==> src/rtl/mem_port_arbiter.sv <==
// Two-requester memory port arbiter: a fetch port (read only) and a data port
// (read/write) share one memory port, with round-robin resolution of ties.
module mem_port_arbiter #(
  parameter int XLEN         = 32,
  parameter int READ_LATENCY = 2
) (
  input  logic            clock,
  input  logic            reset,
  input  logic            if_req,
  input  logic [XLEN-1:0] if_addr,
  output logic            if_ready,
  input  logic            d_req,
  input  logic            d_wenable,
  input  logic [XLEN-1:0] d_addr,
  input  logic [XLEN-1:0] d_wdata,
  output logic            d_ready,
  output logic [XLEN-1:0] mem_addr,
  output logic [XLEN-1:0] mem_wdata,
  output logic            mem_wenable,
  input  logic [XLEN-1:0] mem_rdata,
  output logic [1:0]      owner
);

  typedef enum logic [1:0] {
    S_IDLE    = 2'b00,
    S_BUSY_IF = 2'b01,
    S_BUSY_D  = 2'b10
  } state_t;

  localparam logic [2:0] LP_LATENCY = 3'(READ_LATENCY);

  state_t            r_state;
  state_t            w_state_next;
  logic [2:0]        r_count;
  logic              r_write;
  logic              r_last_d;
  logic [XLEN-1:0]   r_addr;
  logic [XLEN-1:0]   r_wdata;
  logic              w_grant_if;
  logic              w_grant_d;
  logic              w_unused;

  // Read data travels straight from memory to the requesters outside this block.
  assign w_unused = ^mem_rdata;

  assign owner     = r_state;
  assign mem_addr  = r_addr;
  assign mem_wdata = r_wdata;

  always_comb begin
    w_state_next = r_state;
    w_grant_if   = 1'b0;
    w_grant_d    = 1'b0;
    if_ready     = 1'b0;
    d_ready      = 1'b0;
    mem_wenable  = 1'b0;
    case (r_state)
      S_IDLE: begin
        // On a tie the requester that did not win last time goes first.
        if (if_req && d_req) begin
          if (r_last_d) w_grant_if = 1'b1;
          else          w_grant_d  = 1'b1;
        end else if (if_req) begin
          w_grant_if = 1'b1;
        end else if (d_req) begin
          w_grant_d = 1'b1;
        end
        if (w_grant_if) w_state_next = S_BUSY_IF;
        if (w_grant_d)  w_state_next = S_BUSY_D;
      end
      S_BUSY_IF: begin
        if (r_count == 3'd0) begin
          if_ready     = 1'b1;
          w_state_next = S_IDLE;
        end
      end
      S_BUSY_D: begin
        // A write completes in its first busy cycle, regardless of the counter.
        if (r_write) begin
          mem_wenable  = 1'b1;
          d_ready      = 1'b1;
          w_state_next = S_IDLE;
        end else if (r_count == 3'd0) begin
          d_ready      = 1'b1;
          w_state_next = S_IDLE;
        end
      end
      default: begin
        w_state_next = S_IDLE;
      end
    endcase
  end

  always_ff @(posedge clock) begin
    if (reset) begin
      r_state  <= S_IDLE;
      r_count  <= 3'd0;
      r_write  <= 1'b0;
      r_last_d <= 1'b1;
      r_addr   <= '0;
      r_wdata  <= '0;
    end else begin
      r_state <= w_state_next;
      if (w_grant_if) begin
        r_addr   <= if_addr;
        r_write  <= 1'b0;
        r_count  <= LP_LATENCY;
        r_last_d <= 1'b0;
      end else if (w_grant_d) begin
        r_addr   <= d_addr;
        r_wdata  <= d_wdata;
        r_write  <= d_wenable;
        r_count  <= LP_LATENCY;
        r_last_d <= 1'b1;
      end else if (r_state != S_IDLE && r_count != 3'd0) begin
        r_count <= r_count - 3'd1;
      end
    end
  end

endmodule

==> config.mk <==
export PLATFORM = sky130hd
export DESIGN_NAME = mem_port_arbiter
export DESIGN_NICKNAME = d
export VERILOG_FILES = /design/src/rtl/mem_port_arbiter.sv
export SDC_FILE = /design/constraint.sdc
export NUM_CORES = 1
export LEC_CHECK = 0
export CAP_MARGIN = 5
export CORE_AREA = 2 2 102 104
export CTS_CLUSTER_SIZE = 28
export DETAILED_ROUTE_END_ITERATION = 10
export DIE_AREA = 0 0 104 106
export GPL_ROUTABILITY_DRIVEN = 1
export GPL_TIMING_DRIVEN = 0
export PLACE_DENSITY_LB_ADDON = 0.25
export SYNTH_ARGS = -nofsm -noshare
export SYNTH_HDL_FRONTEND = slang
export SYNTH_SLANG_ARGS = --single-unit
==> constraint.sdc <==
create_clock -name clock -period 1.65 [get_ports clock]
set_clock_uncertainty 0.15 [all_clocks]
set_input_delay 0.2475 -clock clock [delete_from_list [all_inputs] [get_ports clock]]
set_output_delay 0.2475 -clock clock [all_outputs]
set_load 0.02 [all_outputs]
======== Word level (Yosys, flattened, before mapping) ========
Index checks and enable logic that the tools add are counted.
cells by class
  eq/ne operators ......................... 3
  mux-type cells .......................... 29
  reductions and logical operators ........ 11
  bitwise logic cells ..................... 1
  $add $sub $neg .......................... 1
operators by type and width
  cell                   number
  $mux W32               2
  $mux W1                19
  $mux W2                7
  $pmux W2 S3            1
  $reduce_bool A3 Y1     2
  $reduce_bool A2 Y1     2
  $logic_not A3 Y1       1
  $ne A3 B1 Y1 const B   1
  $reduce_or A3 Y1       1
  $sub A3 B1 Y3 const B  1
  $eq A2 B1 Y1 const B   1
  $eq A2 B2 Y1 const B   1
  $logic_and A1 B1 Y1    2
  $logic_not A2 Y1       1
  $reduce_and A2 Y1      1
  $reduce_or A2 Y1       1
  $not A1 Y1             1
word-level totals
  output and inout port bits .............. 69
  bits of input ports ..................... 133
  word-level logic and storage cells ...... 52
  flip-flop bits (word level) ............. 71

======== Longest topological paths before layout ========
Gate-level depths: netlist of the first run.
  depth after elaboration ................. 7
  mapped depth ............................ 6
  mapped depth without buffers ............ 5

======== Worst setup path before layout of the first run ========
No wires, ideal clock.
  path kind ............................... register to register
  from .................................... register r_state[1], in the netlist owner[1]
  to ...................................... register r_addr[22], in the netlist mem_addr[22]
  clock period less this slack ............ 1821 ps
  required time ........................... 1409 ps
  path slack .............................. -171 ps
  setup time .............................. 91 ps
  arrival time ............................ 1580 ps
  path buffers ............................ 3
  stages on the path, launching flop included .. 7
  path through ............................ dfxtp_1 -> or2_1 -> buf_6 -> or3_1 -> buf_2 -> buf_6 -> a311oi_1
on the way
  word-level cells in the longest chain between the ends .. 3
  elaborated cells on any way between the ends .. 5
  those cells by class .................... mux (3); reduce/logical (2)
RTL lines
  item                                                   RTL line  RTL
  start: declaration                                     32        state_t r_state;
  start signal: assignment                               103       r_state <= w_state_next;
  $logic_not A2 Y1 (*)                                   57        case (r_state)
  $mux W1                                                57
  $mux W32 / $reduce_bool A2 Y1 (equally long branches)  --
  end signal: assignment                                 105       r_addr <= if_addr;
  end signal: assignment                                 110       r_addr <= d_addr;
  end: declaration                                       37        logic [XLEN-1:0] r_addr;
Every way passes the cells marked *; elsewhere a longest branch is shown, timed or not.
A chain may end at the register's enable or synchronous reset.

======== Worst setup path in the final report of the first run ========
  from .................................... register r_count[0]
  to ...................................... register r_count[2]
on the way
  word-level cells in the longest chain between the ends .. 2
  elaborated cells on any way between the ends .. 3
  those cells by class .................... add/sub (1); reduce/logical (2)
RTL lines
  item                                                   RTL line  RTL
  start: declaration                                     34        logic [2:0] r_count;
  start signal: assignment                               116       r_count <= r_count - 3'd1;
  branches (longest 2 deep; another with $sub A3 B1 Y3)  --
Several ways; the timed one is not identified.

==> metrics.md, run 1 <==
| Metric | Value |
|---|---|
| Post-DP HPWL | `8710 um` |
| Fillers | `869` |
| GRT Total Usage | `22.1%` |
| Slew @ Worst Pin | `0.813 ns` |
| Post-Syn Area | `3200 sq um` |
| Chip width | `104 um` |
| Die Area | `11,000 sq um` |
| Routability-driven placement congestion ratio | `0.776` |
| CTS tree | `built` |
| Crit path top cell by count | `buf_4` |
| Pre-antenna DRT Iters | `4` |
| Crit path largest cell delay | `0.49 ns` |
| Reg2reg path depth | `7` |
| Clock Sinks | `71` |
| Hold Path Depth | `3` |
| Async set-or-reset flop fraction in the synthesized netlist | `0%` |
| Met3 GRT Util | `7.05%` |
| Synth unique cells | `29` |
| Final critical-path share of the clock period | `111%` |
| Htree depth | `3` |
| Clk_lat worst skew | `0.35 ns` |
| Crit Path Max Fanout | `3` |
| Count leader, synth | `dfxtp_1` |
| ANT cells | `0` |
| VDD IR max | `484 uV` |
| I/O Pins | `202` |
| Fin worst setup slack | `-0.188 ns` |
| CTS clk-pin slew, worst paths | `0.09 ns` |
| Detail Route Antenna Nets | `0` |
| Cts hold-fix bufs | `0` |
| GRT Max-Usage Layer | `met2` |
| Multi-input logic area | `2250 sq um` |
| Clock buffer depth | `2` |
| Run status | `finished, violations left` |
| Drc violations | `0` |
| Max_cap viols | `0` |
| Syn_nets | `522` |
| Layout cell share with drive strength beyond 1 | `31.8%` |
| Ys flop type | `dfxtp_1` |
| Initial Utilization | `32.0%` |
| Sequential cell area | `1430 sq um` |
| Met2 usage | `36.0%` |
| Worst path slowest cell | `or4_4` |
| Placed cells | `691` |
| Power Density | `864 nW/um^2` |
| Fin nets | `725` |
| Largest net degree at the start of global routing | `14` |
| Critical Path, Cell by Cell | `inv_2 > buf_4 > buf_4 > ha_1 > inv_1 > or4_4 > a2111oi_4` |
| Setup Viol. Count Final | `39` |
| Layout area overhead | `98.6%` |
| Worst slack, placed | `-0.840 ns` |
| Max-slew headroom | `45.8%` |
| Met1 Usage GRT | `27.9%` |
| Drt via density | `5.56` |
| Port Buf Inserts | `168` |
| Pleak | `2.40 nW` |
| Register area share after synthesis | `44.5%` |
| Row count | `37` |
| Top post-synthesis cells by count | `dfxtp_1, o21ai_0, nand3_1` |
| Share of the synthesized area in the top cell type | `44.5%` |
| Top cells by area, synth | `dfxtp_1, o21ai_0, nand3_1` |
| Max frequency | `0.544 GHz` |
| Grt total ovfl | `0` |
| Final Max Tran Viols | `0` |
| Kind of critical path | `reg -> reg` |
| Post-DR wirelength/cell | `18.8 um` |
| Warnings, synthesis | `0` |
| Critical path arrival | `1.94 ns` |
| Failing checks | `setup timing` |
| Vias in the first global route | `3,835` |
| Flops & latches, synth | `71` |
| Non-filler cells, final | `731` |
| Num CTS Buffers | `9` |
| EDFF count, synth | `0` |
| Data required time of the critical path | `1.75 ns` |
| Total number of vias | `4,064` |
| Die height | `106 um` |
| PnR Total Power | `5.49 mW` |
| Core ar. | `10000 sq um` |
| First-pass GRT wire length | `19,700 um` |
| Detailed Route Iter0 Violations | `132` |
| Leading area contributor after synthesis | `dfxtp_1` |
| Critical Path Start Type | `register` |
| HP Class | `in -> reg` |
| RSZ-0062 raised after global routing | `yes` |
| Mean Syn Cell Area | `8.26 sq um` |
| Routed WL | `13,700 um` |
| R2R setup slack | `-0.19 ns` |
| Hold Vio Cnt, Final | `0` |
| Initial antenna violation count | `0` |
| Final Critical Period | `1.84 ns` |
| Post-synthesis instance total | `387` |
| Root buffer cell | `clkbuf_8` |
| Crit. End Element | `register` |
==> timing repair <==
action,4_1_cts,5_1_grt
resized for setup,134,195
pin swaps,3,23
setup endpoints to repair,138,74
setup buffers,11,7
cloned,0,8
==> layout make-up <==
type | instances | area share [%]
buffer | 50 | 6.03
clock buffer | 10 | 2.17
multi-input combinational | 262 | 35.4
sequential | 71 | 22.6
clock inverter | 6 | 1.08
tap | 136 | 2.68
inverter | 4 | 0.236
timing repair buffer | 192 | 29.9
==> logic make-up after synthesis <==
kind of cell,synth area share [%]
buffers and inverters,7.59
AND/OR/NAND/NOR,20.0
adder cells (fa/ha/maj),0.783
flip-flops,44.5
AO/OA/AOI/OAI,27.2
==> registers in the layout, indices dropped and copies added, names as in the netlist <==
register,count
mem_addr,32
mem_wdata,32
owner,2
r_count,3
r_last_d,1
r_write,1
==> layer usage <==
metal	share of wire (%)	routed length, um
met1	40	5530
met4	1.7	233
met2	50	6900
met5	0	0
met3	7.8	1070
==> layout by cell type (no fill, tap or decap), types with 6 or more instances in the layout <==
| master | netlist | final |
|---|---|---|
| clkbuf_2 | 0 | 16 |
| clkbuf_8 | 0 | 10 |
| dlygate4sd2_1 | 0 | 66 |
| o21ai_0 | 69 | 55 |
| clkbuf_1 | 40 | 8 |
| clkbuf_16 | 0 | 6 |
| buf_6 | 4 | 9 |
| a21oi_1 | 33 | 22 |
| o21ai_1 | 0 | 10 |
| a21oi_2 | 0 | 11 |
| nand3_1 | 65 | 56 |
| a311oi_2 | 1 | 30 |
| buf_4 | 0 | 17 |
| nor4_4 | 0 | 13 |
| nor4_2 | 0 | 16 |
| dfxtp_1 | 71 | 66 |
| clkbuf_4 | 0 | 10 |
| buf_8 | 0 | 7 |
| clkdlybuf4s50_1 | 0 | 97 |
==> final timing paths <==
check | to | startpoint
setup / recovery | r_count[2] | r_count[0]
hold / removal | r_last_d | d_req
setup reg to reg | r_count[2] | r_count[0]
hold reg to reg | mem_wdata[12] | mem_wdata[12]
==> stage by stage <==
step	area [sq um]	setup TNS (ns)	hold slack [ns]	utilization, %
final	6350	-4.65	0.114	63.5
after global routing	6350	-6.85	0.150	63.5
after CTS	5410	-5.86	0.290	54.1
after detailed placement	5060	-44.87	0.318	50.7
after global placement	5060	-42.52	0.309	50.7
after floorplan	3210	-3.07	0.245	-
==> worst max-delay path, delay by kind of cell (launching register included) <==
kind            cells  cell delay (ns)
simple gates        1             0.49
flops               1             0.34
buf+inv             4             0.32
compound gates      1             0.29
fa+ha+maj           1             0.14
==> where the power goes <==
group	switching [mW]	internal, mW
registers	0.0840	1.88
clock network	0.712	0.744
logic	1.10	0.969
No activity file was read; power rests on OpenSTA's default activity.
==> run 2: changes to the inputs <==
HOLD_SLACK_MARGIN = 0.15   (was not set)
==> results of run 2 <==
The final DEF is identical to that of run 1; final timing and power are the same.
